--- config.mk ---
export PLATFORM = sky130hd
export DESIGN_NAME = instr_encoder
export DESIGN_NICKNAME = d
export VERILOG_FILES = /design/src/rtl/riscv_enc_pkg.sv /design/src/rtl/imm_pack.sv /design/src/rtl/instr_encoder.sv
export SDC_FILE = /design/constraint.sdc
export NUM_CORES = 1
export LEC_CHECK = 0
export BUFFER_PORTS_ARGS = -buffer_cell sky130_fd_sc_hd__buf_2
export CAP_MARGIN = 30
export CORE_MARGIN = 2
export CORE_UTILIZATION = 48
export CTS_CLUSTER_DIAMETER = 120
export CTS_CLUSTER_SIZE = 10
export DETAILED_ROUTE_END_ITERATION = 8
export PLACE_DENSITY_LB_ADDON = 0.2
export SLEW_MARGIN = 20
export SYNTH_ARGS = -nofsm -noshare
export SYNTH_HDL_FRONTEND = slang
export SYNTH_SLANG_ARGS = --single-unit
--- constraint.sdc ---
create_clock -name clk -period 2.3 [get_ports clk]
set_input_delay 0.115 -clock clk [delete_from_list [all_inputs] [get_ports clk]]
set_output_delay 0.115 -clock clk [all_outputs]
set_load 0.05 [all_outputs]
--- src/rtl/riscv_enc_pkg.sv ---
// Shared encodings for the instruction encoder: formats, opcodes, FSM states
// and the legal byte-offset range of each immediate format.
package riscv_enc_pkg;

    typedef enum logic [1:0] {
        FMT_I = 2'b00,
        FMT_S = 2'b01,
        FMT_B = 2'b10,
        FMT_J = 2'b11
    } fmt_e;

    typedef enum logic [1:0] {
        ST_IDLE  = 2'b00,
        ST_LOAD  = 2'b01,
        ST_DRAIN = 2'b10
    } state_e;

    localparam logic [6:0] OP_LOAD   = 7'b0000011;
    localparam logic [6:0] OP_STORE  = 7'b0100011;
    localparam logic [6:0] OP_BRANCH = 7'b1100011;
    localparam logic [6:0] OP_JAL    = 7'b1101111;

    localparam int signed IMM12_MIN = -2048;
    localparam int signed IMM12_MAX = 2047;
    localparam int signed IMM13_MIN = -4096;
    localparam int signed IMM13_MAX = 4094;
    localparam int signed IMM21_MIN = -1048576;
    localparam int signed IMM21_MAX = 1048574;

    function automatic logic [6:0] opcode_of(input fmt_e fmt);
        logic [6:0] op;
        case (fmt)
            FMT_I:   op = OP_LOAD;
            FMT_S:   op = OP_STORE;
            FMT_B:   op = OP_BRANCH;
            default: op = OP_JAL;
        endcase
        return op;
    endfunction

endpackage

--- src/rtl/imm_pack.sv ---
// Combinational RV32I packer for I/S/B/J formats, with immediate range and
// alignment check.
module imm_pack
    import riscv_enc_pkg::*;
(
    input  fmt_e        fmt_i,
    input  logic [4:0]  rd_i,
    input  logic [4:0]  rs1_i,
    input  logic [4:0]  rs2_i,
    input  logic [2:0]  funct3_i,
    input  logic [31:0] imm_i,
    output logic [31:0] word_o,
    output logic        legal_o
);

    logic signed [31:0] imm_s;
    logic [6:0]         op;

    assign imm_s = signed'(imm_i);
    assign op    = opcode_of(fmt_i);

    always_comb begin
        word_o  = '0;
        legal_o = 1'b0;
        case (fmt_i)
            FMT_I: begin
                word_o  = {imm_i[11:0], rs1_i, funct3_i, rd_i, op};
                legal_o = (imm_s >= IMM12_MIN) && (imm_s <= IMM12_MAX);
            end
            FMT_S: begin
                word_o  = {imm_i[11:5], rs2_i, rs1_i, funct3_i, imm_i[4:0], op};
                legal_o = (imm_s >= IMM12_MIN) && (imm_s <= IMM12_MAX);
            end
            FMT_B: begin
                word_o  = {imm_i[12], imm_i[10:5], rs2_i, rs1_i, funct3_i,
                           imm_i[4:1], imm_i[11], op};
                legal_o = (imm_s >= IMM13_MIN) && (imm_s <= IMM13_MAX) && !imm_i[0];
            end
            default: begin
                word_o  = {imm_i[20], imm_i[10:1], imm_i[11], imm_i[19:12], rd_i, op};
                legal_o = (imm_s >= IMM21_MIN) && (imm_s <= IMM21_MAX) && !imm_i[0];
            end
        endcase
    end

endmodule

--- src/rtl/instr_encoder.sv ---
// Program loader: packs field bundles into RV32I words and writes them to
// consecutive instruction-memory addresses through a one-entry output stage.
module instr_encoder
    import riscv_enc_pkg::*;
#(
    parameter int ADDR_W = 10
) (
    input  logic              clk,
    input  logic              rst,
    input  logic              start,
    input  logic [ADDR_W-1:0] base_addr,
    input  logic              in_valid,
    output logic              in_ready,
    input  logic [1:0]        in_fmt,
    input  logic [4:0]        in_rd,
    input  logic [4:0]        in_rs1,
    input  logic [4:0]        in_rs2,
    input  logic [2:0]        in_funct3,
    input  logic [31:0]       in_imm,
    input  logic              in_last,
    output logic              mem_we,
    input  logic              mem_ready,
    output logic [ADDR_W-1:0] mem_addr,
    output logic [31:0]       mem_wdata,
    output logic              busy,
    output logic              done,
    output logic [7:0]        err_cnt,
    output logic              wrapped
);

    state_e              state_q;
    logic [ADDR_W-1:0]   addr_q;
    logic [ADDR_W-1:0]   addr_d;
    logic                mem_we_q;
    logic [31:0]         wdata_q;
    logic                done_q;
    logic [7:0]          err_q;
    logic                wrapped_q;

    logic                accept;
    logic                complete;
    logic [31:0]         pack_word;
    logic                pack_legal;

    imm_pack u_imm_pack (
        .fmt_i    (fmt_e'(in_fmt)),
        .rd_i     (in_rd),
        .rs1_i    (in_rs1),
        .rs2_i    (in_rs2),
        .funct3_i (in_funct3),
        .imm_i    (in_imm),
        .word_o   (pack_word),
        .legal_o  (pack_legal)
    );

    // A new bundle may land in the output stage on the same edge the old word retires.
    assign in_ready = (state_q == ST_LOAD) && (!mem_we_q || mem_ready);
    assign accept   = in_valid && in_ready;
    assign complete = mem_we_q && mem_ready;
    assign addr_d   = addr_q + 1'b1;

    always_ff @(posedge clk or posedge rst) begin
        if (rst) begin
            state_q   <= ST_IDLE;
            addr_q    <= '0;
            mem_we_q  <= 1'b0;
            wdata_q   <= '0;
            done_q    <= 1'b0;
            err_q     <= '0;
            wrapped_q <= 1'b0;
        end else begin
            done_q <= 1'b0;

            if (complete) begin
                addr_q <= addr_d;
                if (addr_d == '0) begin
                    wrapped_q <= 1'b1;
                end
            end

            if (accept && pack_legal) begin
                mem_we_q <= 1'b1;
                wdata_q  <= pack_word;
            end else if (complete) begin
                mem_we_q <= 1'b0;
            end

            if (accept && !pack_legal && (err_q != 8'hFF)) begin
                err_q <= err_q + 8'd1;
            end

            case (state_q)
                ST_IDLE: begin
                    if (start) begin
                        state_q   <= ST_LOAD;
                        addr_q    <= base_addr;
                        err_q     <= '0;
                        wrapped_q <= 1'b0;
                    end
                end
                ST_LOAD: begin
                    if (accept && in_last) begin
                        state_q <= ST_DRAIN;
                    end
                end
                ST_DRAIN: begin
                    if (!mem_we_q || mem_ready) begin
                        state_q <= ST_IDLE;
                        done_q  <= 1'b1;
                    end
                end
                default: state_q <= ST_IDLE;
            endcase
        end
    end

    assign mem_we    = mem_we_q;
    assign mem_addr  = addr_q;
    assign mem_wdata = wdata_q;
    assign busy      = (state_q != ST_IDLE);
    assign done      = done_q;
    assign err_cnt   = err_q;
    assign wrapped   = wrapped_q;

endmodule

==> results of run 1 <==
routing by layer:
layer / vias up / wire (um)
met2: 84 / 3282
met5: - / 0
met3: 7 / 495
met4: 0 / 82
li1: 1239 / -
met1: 1187 / 2755
path summary, 6_finish.rpt:
kind / startpoint / endpoint / slack, ns / depth (start not counted)
setup / recovery: err_cnt[0] / err_cnt[7] / 0.32 / 7
hold / removal: base_addr[0] / mem_addr[0] / -0.0001 / 3
setup reg to reg: err_cnt[0] / err_cnt[7] / 0.32 / 7
hold reg to reg: mem_wdata[1] / mem_wdata[1] / 0.51 / 1
max in group asynchronous: rst / mem_wdata[14] / 1.68 / 4
min in group asynchronous: rst / mem_addr[9] / 0.38 / 4
power groups by stage:
stage | logic [uW] | clock network, uW | registers (uW)
2_1_floorplan | 342 | 0 | 1460
3_5_place_dp | 891 | 0 | 1180
5_1_grt | 976 | 702 | 1190
6_report | 895 | 648 | 1160
3_3_place_gp | 883 | 0 | 1170
4_1_cts | 901 | 662 | 1160
registers in the layout, indices dropped and copies added (netlist names):
name       count
mem_wdata     29
done           1
wrapped        1
mem_we         1
state_q        2
mem_addr      10
err_cnt        8
worst max-delay path: stages (launching register included):
cell and delay (ns):
dfrtp_1 0.43, ha_1 0.23, and3_1 0.18, a31oi_1 0.21, buf_4 0.18, nand4_1 0.12, or4_1 0.41, a21oi_1 0.14
Yosys cell counts, types with 7 or more instances:
master	count
dfrtp_1	52
mux2_2	35
nand2_1	27
nor2_1	17
o21ai_0	14
nor3_1	11
mux2i_1	8
nand4_1	8
and3_1	7
clkbuf_1	7
inv_1	7
nand3_1	7
final cells by class:
cell class,instances,area (um^2),area share (%)
Multi-Input combinational cell,201,1455,38.82
Sequential cell,52,1301,34.71
Timing Repair Buffer,136,755.7,20.16
Tap cell,75,93.84,2.503
Clock buffer,5,68.82,1.836
Clock inverter,3,47.55,1.268
Inverter,7,26.28,0.7009
per-stage QoR:
step | util [%] | power (uW) | worst slack, ns | hold WS [ns]
after floorplan | - | 1807 | 0.06960 | 0.2051
after global placement | 61.23 | 2057 | 0.1110 | 0.1897
after CTS | 64.07 | 2723 | 0.3293 | 0.0006780
after global routing | 64.07 | 2863 | 0.2238 | 0.0002420
after detailed placement | 61.23 | 2070 | 0.07588 | 0.1878
final | 64.07 | 2704 | 0.3187 | -0.00009889
cell families (layout without fill, tap and decap cells):
logic type	Yosys count	in the layout	share of synthesized area (%)
adder cells (fa/ha/maj)	2	2	0.8732
flip-flops	52	52	45.41
buffers and inverters	20	151	3.974
XOR/XNOR	12	12	3.668
AO/OA/AOI/OAI	38	38	8.865
other	1	1	0.1309
AND/OR/NAND/NOR	99	99	17.38
multiplexers	49	49	19.69
repair_timing:
action                    in CTS  in global routing
hold buffers                   5                  0
setup buffers                  0                  0
hold endpoints to repair      56                  0
==> results.tsv, run 1 <==
metric	value	unit
syn_avg_cell_area	10.50	um^2
netlist_area	0.002865	mm^2
max_slew_margin	52.24	%
met3_usage	6.333	%
clock_sinks	52	
crit_path_start_kind	register	
skew	0.008378	ns
violations	negative hold slack	
placedInstanceArea	0.003582	mm^2
tns	0	ns
synth_area_leaders	dfrtp_1 (45%), mux2_2 (14%), nand2_1 (3.5%), mux2_4 (3.1%), mux2i_1 (2.8%)	
busiest_layer	met2	
final_cell_mix	buf_2 (121), dfrtp_1 (52), mux2_2 (35), nand2_1 (27), nor2_1 (17)	
grt_usage	20.95	%
required	2.53	ns
synth_top_area_share	45.41	%
core-area	0.005851	mm^2
tightest_slew	0.7164	ns
synthCells	273	
die-area	0.006603	mm^2
wl	6615	um
synth_nets	343	
critPathKind	reg -> reg	
grt_pass1_vias	2465	
cts_tree	yes	
setup_viol	0	
synth_edf_count	0	
async_flop_share	100.0	%
fin_crit	1.981	ns
cp-end-kind	register	
root_buffer	clkbuf_8	
drv_cap	0	
numCtsBuffers	5	
cp.arrival	2.21	ns
rows	28	
ctsHtreeMaxLevel	2	
yosysWarnings	0	
yosysSeqAreaShare	45.41	%
grt_pass1_wl	10810	um
rsz0062_at_grt	no	
power_density	721.4	mW/mm^2
grt_start_max_net_pins	53	
worstHoldPathType	in -> reg	
die_w	81.26	um
yosysUniqueCellTypes	43	
num-nets-final	473	
antenna_found_initial	0	
die_y	81.26	um
drt_iter0_markers	103	
layout_commonest_cell	buf_2	
ioPinCount	123	
gp_congestion	0.7946	
finalInstanceArea	0.003749	mm^2
synth_top_cell_by_area	dfrtp_1	
insertion_delay	0.31	ns
ys_seq_elements	52	
clkPwrFrac	24.0	%
p_sw	1077	uW
clock_path_buffers	2	
fin_cells	479	
timing.final.max_slew_violations	0	
viasPerCell	5.255	
gr-usage-met2	36.39	%
start_util	48.97	%
drive_gt1_share	46.53	%
path_clk_slew	0.10	ns
fin_hold_ws	-0.00009889	ns
numPortBuffers	121	
final_hold_viol_count	1	
max_freq	0.5047	GHz
hpwl	4975	um
antenna_cells	0	
gr-total-overflow	0	
dp_cells	466	
power.share.sequential	42.9	%
wl_per_cell	13.81	um
drc	0	
drtPass1Iterations	4	
post-route-period-util	86.15	%
ant_nets	0	
nFillCells	506	
num_vias	2517	
p_comb_share	33.1	%
ir_drop	0.5209	mV
p_int	1627	uW
swShare	39.83	%
syn2layout_area_growth	30.83	%
status	finished with violations	
use_met1	25.11	%
synth_ff_type	dfrtp_1	
cp_max_fo	6	
p_leak	0.001916	uW
cts_resized	0	
No activity file was read; power rests on OpenSTA's default activity.
==> run 2: changes to the inputs <==
CTS_CLUSTER_DIAMETER = 150   (was 120)
GPL_TIMING_DRIVEN = 0   (was not set)
==> run 2 against run 1 <==
The flow now finishes without violations. Die area is the same. Sequential power is essentially flat. Power decreased by 0.85%. Flip-flop and latch count unchanged. Clock skew shrank 0.0024 ns. Critical path type unchanged. Critical endpoint is now err_cnt[5]. Largest cell class unchanged. Largest power group unchanged.
==> results.tsv, run 2 (synthesis results as in run 1) <==
metric	value	unit
status	complete, no violations	
syn2layout_area_growth	29.17	%
worstHoldPathType	in -> reg	
layout_commonest_cell	buf_2	
rows	28	
gp_congestion	0.7807	
die-area	0.006603	mm^2
grt_usage	20.38	%
r2r_slack	0.21	ns
final-seq-area	0.001301	mm^2
reg2reg_to	err_cnt[5]	
root_buffer	clkbuf_8	
setup_viol	0	
grt_start_max_net_pins	53	
die_y	81.26	um
numCtsBuffers	5	
required	2.53	ns
timing.final.max_slew_violations	0	
max_freq	0.4782	GHz
ctsHtreeMaxLevel	2	
antenna_found_initial	0	
wl_per_cell	13.87	um
drv_cap	0	
post-route-period-util	90.92	%
grt_pass1_wl	10570	um
viasPerCell	5.228	
rsz0062_at_grt	no	
cp-end-kind	register	
fin_crit	2.091	ns
dpl_worst_slack	-0.03820	ns
drtPass1Iterations	4	
num-nets-final	472	
crit_path_start_kind	register	
drc	0	
critPathKind	reg -> reg	
drt_iter0_markers	85	
antenna_cells	0	
skew	0.006002	ns
ir_drop	0.4730	mV
holdPathStages	3	
insertion_delay	0.30	ns
ant_nets	0	
start_util	48.97	%
clock_path_buffers	2	
worst_slack	0.2088	ns
final_cell_mix	buf_2 (120), dfrtp_1 (52), mux2_2 (35), nand2_1 (27), nor2_1 (17)	
crit_end	err_cnt[5]	
cts_setup_buffers	0	
numPortBuffers	120	
die_w	81.26	um
core-area	0.005851	mm^2
ff2ff_path_depth	6	
p_leak	0.001884	uW
grt_pass1_vias	2308	
power_density	724.4	mW/mm^2
fin_util	63.26	%
ioPinCount	123	
num_vias	2499	
max_slew_margin	37.65	%
drive_gt1_share	45.41	%
final_hold_viol_count	0	
clock_sinks	52	
wl	6631	um
gr-total-overflow	0	
cts_tree	yes	
hpwl	5017	um
path_clk_slew	0.10	ns
tightest_slew	0.9285	ns
largest_reg_flops	29	
cp_max_fo	7	
critPathLaunch	err_cnt[0]	
r2r_start	err_cnt[0]	
multiInputGateArea	0.001461	mm^2
cp.arrival	2.32	ns
nFillCells	515	
## run 2: changes by cell type in the layout (fill, tap and decap cells not counted), sizes merged
| cell | before | now |
|---|---|---|
| clkbuf | 5 | 13 |
| clkinv | 2 | 1 |
| dlygate4sd3 | 5 | 2 |
| buf | 131 | 126 |
## run 2: cell type report
class / instances / share of cell area [%]
repair buffers: 122 / 16.77
clock inverters: 2 / 0.9466
well taps: 75 / 2.535
multi-input cells: 201 / 39.49
inverters: 7 / 0.7776
clock buffers: 6 / 1.961
plain buffers: 13 / 2.366
flip-flops and latches: 52 / 35.16
## run 2: power breakdown
group	switching, uW	total [uW]	internal [uW]	leakage (uW)
logic	619	898	279	0.00114
registers	138	1150	1010	0.000688
clock network	312	636	324	0.0000552
## run 2: critical path, cell delays in order, from the launching register on
cell and delay, ns:
dfrtp_1 0.43, ha_1 0.24, and3_1 0.19, a31oi_2 0.35
o211ai_1 0.22, or4_1 0.44, a21oi_1 0.15
## run 2: stage by stage
stage | area, um^2 | std cells | setup TNS (ns) | hold slack, ns | total power (uW)
6_report | 3701 | 478 | 0 | 0.009834 | 2681
5_1_grt | 3701 | 478 | 0 | 0.007040 | 2828
4_1_cts | 3695 | 478 | 0 | 0.001622 | 2698
3_5_place_dp | 3567 | 468 | -0.1773 | 0.2631 | 2067
3_3_place_gp | 3565 | 468 | -0.09250 | 0.3163 | 2046
2_1_floorplan | 2870 | 273 | 0 | 0.2051 | 1807
## run 2: routing by layer
layer / global-route usage (%) / share of wire (%) / vias to the layer above
li1: - / - / 1242
met1: 25.68 / 44 / 1185
met2: 33.93 / 48 / 65
met3: 5.667 / 6.4 / 7
met4: 6.102 / 1.1 / 0
met5: 0 / 0 / -
## run 2: what timing repair did
item                       in CTS  in global routing
resized for setup               0                  1
setup endpoints to repair       0                  2
hold endpoints to repair       53                  0
hold buffers                    2                  0
## run 2: worst min-delay path by stage
stage | startpoint | to | slack (ns)
2_1_floorplan | in_last | state_q[0] | 0.21
4_1_cts | base_addr[6] | mem_addr[6] | 0.002
5_1_grt | base_addr[6] | mem_addr[6] | 0.007
6_report | base_addr[4] | mem_addr[4] | 0.01
3_5_place_dp | rst | mem_wdata[29] | 0.26
3_3_place_gp | base_addr[6] | mem_addr[6] | 0.32
